### config.mk
export PLATFORM = sky130hd
export DESIGN_NAME = mem_access_unit_flat
export DESIGN_NICKNAME = d
export VERILOG_FILES = /design/src/rtl/mem_access_unit_pkg.sv /design/src/rtl/mem_access_unit_if.sv /design/src/rtl/mem_access_unit_load_extend.sv /design/src/rtl/mem_access_unit.sv /design/src/flat_wrapper.sv
export SDC_FILE = /design/constraint.sdc
export NUM_CORES = 1
export LEC_CHECK = 0
export BUFFER_PORTS_ARGS = -buffer_cell sky130_fd_sc_hd__buf_4
export CAP_MARGIN = 10
export CORE_AREA = 2 2 162 164
export DETAILED_ROUTE_END_ITERATION = 7
export DIE_AREA = 0 0 164 166
export PLACE_DENSITY = 0.67
export SETUP_SLACK_MARGIN = 0.02
export SKIP_CTS_REPAIR_TIMING = 1
export SYNTH_ARGS = -nofsm -noshare
export SYNTH_HDL_FRONTEND = slang
export SYNTH_SLANG_ARGS = --single-unit
### constraint.sdc
create_clock -name clk -period 2.22 [get_ports clk]
set_clock_uncertainty 0.1 [all_clocks]
set_input_delay 0.444 -clock clk [delete_from_list [all_inputs] [get_ports clk]]
set_output_delay 0.444 -clock clk [all_outputs]
set_load 0.05 [all_outputs]
### src/rtl/mem_access_unit_pkg.sv
// Shared definitions for the memory-access unit: one-hot load/store field layout,
// FSM state encoding and the load size code passed to the extension block.
package mem_access_unit_pkg;

    // Bit positions inside the 11-bit one-hot load/store field
    localparam int unsigned LS_LB  = 0;
    localparam int unsigned LS_LH  = 1;
    localparam int unsigned LS_LW  = 2;
    localparam int unsigned LS_LD  = 3;
    localparam int unsigned LS_LBU = 4;
    localparam int unsigned LS_LHU = 5;
    localparam int unsigned LS_LWU = 6;
    localparam int unsigned LS_SB  = 7;
    localparam int unsigned LS_SH  = 8;
    localparam int unsigned LS_SW  = 9;
    localparam int unsigned LS_SD  = 10;

    localparam int unsigned LS_W = 11;

    typedef enum logic [1:0] {
        StIdle,
        StWait,
        StDone
    } state_e;

    typedef enum logic [1:0] {
        SzByte,
        SzHalf,
        SzWord,
        SzDouble
    } size_e;

endpackage

### src/rtl/mem_access_unit_if.sv
// Data-cache request/response channel: one valid/ready request, single-cycle response pulse.
interface mem_access_unit_if #(
    parameter int unsigned XLEN   = 64,
    parameter int unsigned ADDR_W = 64
);
    logic              req_valid;
    logic              req_ready;
    logic              req_we;
    logic [ADDR_W-1:0] req_addr;
    logic [XLEN-1:0]   req_wdata;
    logic [7:0]        req_wstrb;
    logic              resp_valid;
    logic [XLEN-1:0]   resp_rdata;

    modport master (
        output req_valid, req_we, req_addr, req_wdata, req_wstrb,
        input  req_ready, resp_valid, resp_rdata
    );

    modport slave (
        input  req_valid, req_we, req_addr, req_wdata, req_wstrb,
        output req_ready, resp_valid, resp_rdata
    );
endinterface

### src/rtl/mem_access_unit_load_extend.sv
// Byte-lane select and sign/zero extension of an aligned 64-bit read word.
module mem_access_unit_load_extend
    import mem_access_unit_pkg::*;
#(
    parameter int unsigned XLEN = 64
) (
    input  logic [XLEN-1:0] rdata_i,
    input  logic [2:0]      off_i,
    input  size_e           size_i,
    input  logic            unsigned_i,
    output logic [XLEN-1:0] data_o
);
    logic [XLEN-1:0] shifted;

    // Move the addressed lane down to bit 0; accesses are aligned so nothing wraps
    assign shifted = rdata_i >> {off_i, 3'b000};

    // Extend the selected lane to full width
    always_comb begin
        data_o = shifted;
        unique case (size_i)
            SzByte:   data_o = unsigned_i ? XLEN'(shifted[7:0])
                                          : XLEN'($signed(shifted[7:0]));
            SzHalf:   data_o = unsigned_i ? XLEN'(shifted[15:0])
                                          : XLEN'($signed(shifted[15:0]));
            SzWord:   data_o = unsigned_i ? XLEN'(shifted[31:0])
                                          : XLEN'($signed(shifted[31:0]));
            SzDouble: data_o = rdata_i;
            default:  data_o = rdata_i;
        endcase
    end
endmodule

### src/rtl/mem_access_unit.sv
// Memory stage: decodes the one-hot load/store field, issues one cache request per
// access, stalls until the response and returns extended load data.
module mem_access_unit
    import mem_access_unit_pkg::*;
#(
    parameter int unsigned XLEN   = 64,
    parameter int unsigned ADDR_W = 64
) (
    input  logic              clk,
    input  logic              rst,
    input  logic [LS_W-1:0]   regM_o_load_store_info,
    input  logic [ADDR_W-1:0] regM_o_alu_result,
    input  logic [XLEN-1:0]   regM_o_regdata2,
    input  logic              mem_i_hold,
    mem_access_unit_if.master dcache,
    output logic              memory_o_stall,
    output logic [XLEN-1:0]   memory_o_load_data,
    output logic              memory_o_misalign
);
    state_e          state_q, state_d;
    logic [XLEN-1:0] load_data_q;
    logic            is_load_q;
    size_e           size_q;
    logic            unsigned_q;
    logic [2:0]      off_q;

    logic [LS_W-1:0] ls;
    logic            is_b, is_h, is_w, is_d, is_store, is_any, is_uns, mem_op;
    logic [2:0]      off;
    logic [7:0]      strb_base;
    size_e           size;
    logic            issue, capture, req_valid;
    logic [XLEN-1:0] ext_data;

    assign ls       = regM_o_load_store_info;
    assign off      = regM_o_alu_result[2:0];
    assign is_b     = ls[LS_LB] | ls[LS_LBU] | ls[LS_SB];
    assign is_h     = ls[LS_LH] | ls[LS_LHU] | ls[LS_SH];
    assign is_w     = ls[LS_LW] | ls[LS_LWU] | ls[LS_SW];
    assign is_d     = ls[LS_LD] | ls[LS_SD];
    assign is_store = ls[LS_SB] | ls[LS_SH] | ls[LS_SW] | ls[LS_SD];
    assign is_uns   = ls[LS_LBU] | ls[LS_LHU] | ls[LS_LWU];
    assign is_any   = |ls;

    assign memory_o_misalign = (is_h && off[0]) | (is_w && off[1:0] != 2'b00) |
                               (is_d && off != 3'b000);
    assign mem_op = is_any && !memory_o_misalign;

    // Access size and base strobe pattern from the one-hot decode
    always_comb begin
        size      = SzByte;
        strb_base = 8'h00;
        if (is_h) begin
            size      = SzHalf;
            strb_base = 8'h03;
        end else if (is_w) begin
            size      = SzWord;
            strb_base = 8'h0F;
        end else if (is_d) begin
            size      = SzDouble;
            strb_base = 8'hFF;
        end else if (is_b) begin
            strb_base = 8'h01;
        end
    end

    assign dcache.req_we    = is_store;
    assign dcache.req_addr  = {regM_o_alu_result[ADDR_W-1:3], 3'b000};
    assign dcache.req_wdata = is_store ? (regM_o_regdata2 << {off, 3'b000}) : '0;
    assign dcache.req_wstrb = is_store ? (strb_base << off) : 8'h00;
    assign dcache.req_valid = req_valid;

    // Next-state and handshake outputs; inputs are only sampled in idle, so an op that
    // is still held in regM during done is never reissued
    always_comb begin
        state_d        = state_q;
        req_valid      = 1'b0;
        memory_o_stall = 1'b0;
        issue          = 1'b0;
        capture        = 1'b0;
        unique case (state_q)
            StIdle: begin
                req_valid      = mem_op;
                memory_o_stall = mem_op;
                if (mem_op && dcache.req_ready) begin
                    issue   = 1'b1;
                    state_d = StWait;
                end
            end
            StWait: begin
                memory_o_stall = 1'b1;
                if (dcache.resp_valid) begin
                    capture = 1'b1;
                    state_d = StDone;
                end
            end
            StDone: begin
                if (!mem_i_hold) state_d = StIdle;
            end
            default: state_d = StIdle;
        endcase
    end

    mem_access_unit_load_extend #(
        .XLEN (XLEN)
    ) u_load_extend (
        .rdata_i    (dcache.resp_rdata),
        .off_i      (off_q),
        .size_i     (size_q),
        .unsigned_i (unsigned_q),
        .data_o     (ext_data)
    );

    // State register, per-request attributes latched at issue, load result capture
    always_ff @(posedge clk or negedge rst) begin
        if (!rst) begin
            state_q     <= StIdle;
            load_data_q <= '0;
            is_load_q   <= 1'b0;
            size_q      <= SzByte;
            unsigned_q  <= 1'b0;
            off_q       <= 3'b000;
        end else begin
            state_q <= state_d;
            if (issue) begin
                is_load_q  <= !is_store;
                size_q     <= size;
                unsigned_q <= is_uns;
                off_q      <= off;
            end
            if (capture && is_load_q) load_data_q <= ext_data;
        end
    end

    assign memory_o_load_data = load_data_q;
endmodule

### src/flat_wrapper.sv
// flat-port wrapper written by rule: the top's interface ports become plain ports
module mem_access_unit_flat import mem_access_unit_pkg::*;
#(
    parameter int unsigned XLEN   = 64,
    parameter int unsigned ADDR_W = 64
)
  (clk, rst, regM_o_load_store_info, regM_o_alu_result, regM_o_regdata2, mem_i_hold, memory_o_stall, memory_o_load_data, memory_o_misalign, dcache_req_valid, dcache_req_we, dcache_req_addr, dcache_req_wdata, dcache_req_wstrb, dcache_req_ready, dcache_resp_valid, dcache_resp_rdata);
  mem_access_unit_if #(.XLEN(XLEN), .ADDR_W(ADDR_W)) dcache_i ();
  input  logic clk;
  input  logic rst;
  input  logic [LS_W-1:0] regM_o_load_store_info;
  input  logic [ADDR_W-1:0] regM_o_alu_result;
  input  logic [XLEN-1:0] regM_o_regdata2;
  input  logic mem_i_hold;
  output logic memory_o_stall;
  output logic [XLEN-1:0] memory_o_load_data;
  output logic memory_o_misalign;
  output wire logic [$bits(dcache_i.req_valid)-1:0] dcache_req_valid;
  output wire logic [$bits(dcache_i.req_we)-1:0] dcache_req_we;
  output wire logic [$bits(dcache_i.req_addr)-1:0] dcache_req_addr;
  output wire logic [$bits(dcache_i.req_wdata)-1:0] dcache_req_wdata;
  output wire logic [$bits(dcache_i.req_wstrb)-1:0] dcache_req_wstrb;
  input wire logic [$bits(dcache_i.req_ready)-1:0] dcache_req_ready;
  input wire logic [$bits(dcache_i.resp_valid)-1:0] dcache_resp_valid;
  input wire logic [$bits(dcache_i.resp_rdata)-1:0] dcache_resp_rdata;
  assign dcache_req_valid = dcache_i.req_valid;
  assign dcache_req_we = dcache_i.req_we;
  assign dcache_req_addr = dcache_i.req_addr;
  assign dcache_req_wdata = dcache_i.req_wdata;
  assign dcache_req_wstrb = dcache_i.req_wstrb;
  assign dcache_i.req_ready = dcache_req_ready;
  assign dcache_i.resp_valid = dcache_resp_valid;
  assign dcache_i.resp_rdata = dcache_resp_rdata;
  mem_access_unit #(.XLEN(XLEN), .ADDR_W(ADDR_W)) u_core (.clk(clk), .rst(rst), .regM_o_load_store_info(regM_o_load_store_info), .regM_o_alu_result(regM_o_alu_result), .regM_o_regdata2(regM_o_regdata2), .mem_i_hold(mem_i_hold), .dcache(dcache_i), .memory_o_stall(memory_o_stall), .memory_o_load_data(memory_o_load_data), .memory_o_misalign(memory_o_misalign));
endmodule
==> results.toml <==
[power_and_ir_drop]
leakage_nw = 5.62
cellPowerDensity_nw_per_um2 = 682
ir_worst_vdd_mv = 0.553

[floorplan]
rows = 59
die_w_um = 164
die_area_um2 = 27200
initial_utilization_pct = 28.9
die_y_um = 166
core_area_um2 = 25600
ioPinCount = 412

[final_layout]
design_area_um2 = 12300
area_growth_syn_to_layout_pct = 66.6
nNetsFinal = 1430
drive_above_1_share_pct = 53.7
diodes = 0

[worst_setup_path]
critical_path.cell_chain = "buf_6 > or3_4 > or3_4 > a41oi_4 > nor2_4 > buf_8"
critPathMaxStageDelay_ns = 0.45
crit_path_top_delay_cell = "or3_4"
crit_arrival_ns = 1.84
worstSetupEndpointType = "primary output"
crit_top_cell = "or3_4"
cp_max_fo = 8
startpoint_type = "input port"
path_class = "input port to primary output"
crit_required_ns = 1.68

[yosys]
syn-cell-area_um2 = 7400
ys_ff_latch = 73
yosysSeqAreaShare_pct = 24.7
yosysUniqueCellTypes = 51
ys_warn_count = 0
ys.flop_type = "dfrtp_1"
async_flop_share_pct = 100
syn_inst = 917
synth_edf_count = 0
syn_area_per_cell_um2 = 8.07

[timing]
max_slew_margin_pct = 54.8
drv_slew = 0
period_needed_ns = 2.39
setup_viol = 65
tightest_slew_ns = 0.676
fin_crit_sh_pct = 108
final.setup.worst_slack_ns = -0.168
setup-tns-final_ns = -2.91
fmax_mhz = 419
rsz0062_at_grt = "true"
hold_viol_final = 0

[global_routing]
antenna_found_initial = 1
grt_pass1_wl_um = 45500
first_global_vias = 8205
grt_overflow = 0
grt_use_total_pct = 21.4
grt_max_degree = 60

[clock_tree]
cts_sinks = 73
cts_made_buffers = 9
insertion_delay_ns = 0.35
cts_buffer_depth = 2
root_buffer = "clkbuf_16"
cts_tree = "done"
cts.htree.levels = 3
clkSlewWorstSetupHoldPaths_ns = 0.06

[placed_design]
gp_congestion = 0.920
placed_cell_area_um2 = 10700
io_buffer_count = 286
hpwlAfterDp_um = 23000

[route]
viasPerCell = 5.52
post_drt_wl_per_cell_um = 20.9
ant_nets = 0
drtPass1Iterations = 5
drc = 0
vias = 8615
wl_um = 32600
drtIter0Drc = 830

[run_status]
violations = "setup timing"
status = "finished, violations left"

[worst_hold_path]
hold_path_class = "input port to asynchronous set/reset pin"

[job]
max_cap_violations = 0
Yosys cell counts, types with 9 or more instances:
cell	instances	share of area, %
nand2b_1	10	0.84
nand2_1	63	3.2
buf_2	18	1.2
buf_1	11	0.56
clkbuf_1	42	2.1
and3_1	10	0.84
a21oi_2	10	1.2
mux2i_1	106	14
nor2_1	115	5.8
nor2b_1	31	2.6
buf_4	75	7.6
inv_1	9	0.46
o22ai_1	9	0.76
mux4_2	18	5.5
dfrtp_1	73	25
a211oi_1	26	2.6
o221ai_1	17	2.0
mux2_2	21	3.2
o21ai_0	63	4.3
a21oi_1	94	6.4
and2_1	14	1.2
stage by stage:
stage / utilization, % / hold WS [ns] / setup WS [ns] / instances / total power, mW
6_report: 48.1 / 0.0208 / -0.168 / 1561 / 8.41
5_1_grt: 48.1 / 0.0722 / -0.265 / 1561 / 8.78
4_1_cts: 42.8 / 0.0480 / -0.376 / 1529 / 7.74
3_5_place_dp: 41.6 / 0.372 / -0.372 / 1514 / 6.18
3_3_place_gp: 41.6 / 0.363 / -0.375 / 1514 / 6.13
2_1_floorplan: - / 0.0484 / -0.112 / 919 / 5.02
state kept, by name (all words and copies together), names as in the netlist:
name	flops
u_core.off_q	3
u_core.memory_o_load_data	64
u_core.is_load_q	1
u_core.state_q	2
u_core.size_q	2
u_core.unsigned_q	1
cells in the final DEF, fill, tap and decap left out, types with 4 or more instances in the layout:
cell / n
and2_4: 8
a21oi_2: 36
nor2b_4: 8
o21ai_1: 10
buf_12: 15
or3_4: 5
nor2b_1: 23
mux2i_1: 97
buf_6: 64
dfrtp_1: 71
buf_8: 20
inv_1: 8
or2_2: 4
mux4_2: 18
nor2_2: 5
mux2_2: 21
nand2_4: 9
a2bb2oi_1: 4
a31oi_1: 8
and3_2: 5
nor2_4: 36
mux2i_2: 6
o21ai_0: 43
o22a_1: 8
a221oi_1: 4
nor2_1: 74
a21oi_1: 65
buf_4: 323
and3_1: 4
and2_1: 6
nand2b_1: 6
o221ai_1: 16
a211oi_1: 26
nand2_1: 52
clkbuf_16: 21
o211ai_1: 7
o22ai_1: 9
o21ai_4: 8
critical path: cells and delay by family:
family          cells  cell delay (ns)
compound gates      1             0.27
buf+inv             2             0.24
simple gates        3             0.89
final timing paths:
check	start	to	slack (ns)	depth (start not counted)
max	regM_o_load_store_info[1]	dcache_req_wstrb[6]	-0.17	6
min	rst	u_core.memory_o_load_data[55]$_DFFE_PN0P_	0.02	1
max reg2reg	u_core.off_q[0]$_DFFE_PN0P_	u_core.memory_o_load_data[53]$_DFFE_PN0P_	-0.07	9
min reg2reg	u_core.memory_o_load_data[3]$_DFFE_PN0P_	u_core.memory_o_load_data[3]$_DFFE_PN0P_	0.38	2
max in group asynchronous	rst	u_core.memory_o_load_data[13]$_DFFE_PN0P_	1.41	2
min in group clk	dcache_resp_valid	u_core.state_q[0]$_DFFE_PN0P_	0.20	2
cells by family after synthesis:
family	synth area share, %
buffers and inverters	12.1
flip-flops	24.7
multiplexers	23.1
other	0.0506
AND/OR/NAND/NOR	17.3
AO/OA/AOI/OAI	22.8
power by group:
group	internal [mW]	switching, mW	total, mW
Combinational	2.24	2.95	5.19
Sequential	1.52	0.161	1.68
Clock	0.927	0.612	1.54
Total	4.69	3.72	8.41
layout make-up:
cell class	instances	area (um2)
inverters	11	41.3
well taps	335	419
flip-flops and latches	73	1830
clock inverters	4	51.3
fillers	2361	13300
repair buffers	437	4130
clock buffers	11	253
multi-input cells	690	5610
layer usage:
| metal | global-route usage [%] | part of all wire [%] | up-vias | wire length, um |
|---|---|---|---|---|
| li1 | - | - | 3860 | - |
| met1 | 26.8 | 39 | 4144 | 12600 |
| met2 | 35.2 | 48 | 523 | 15600 |
| met3 | 5.24 | 9.8 | 86 | 3200 |
| met4 | 8.09 | 3.4 | 2 | 1110 |
| met5 | 0 | 0.040 | - | 13 |
Power figures use the tool's default switching activity.
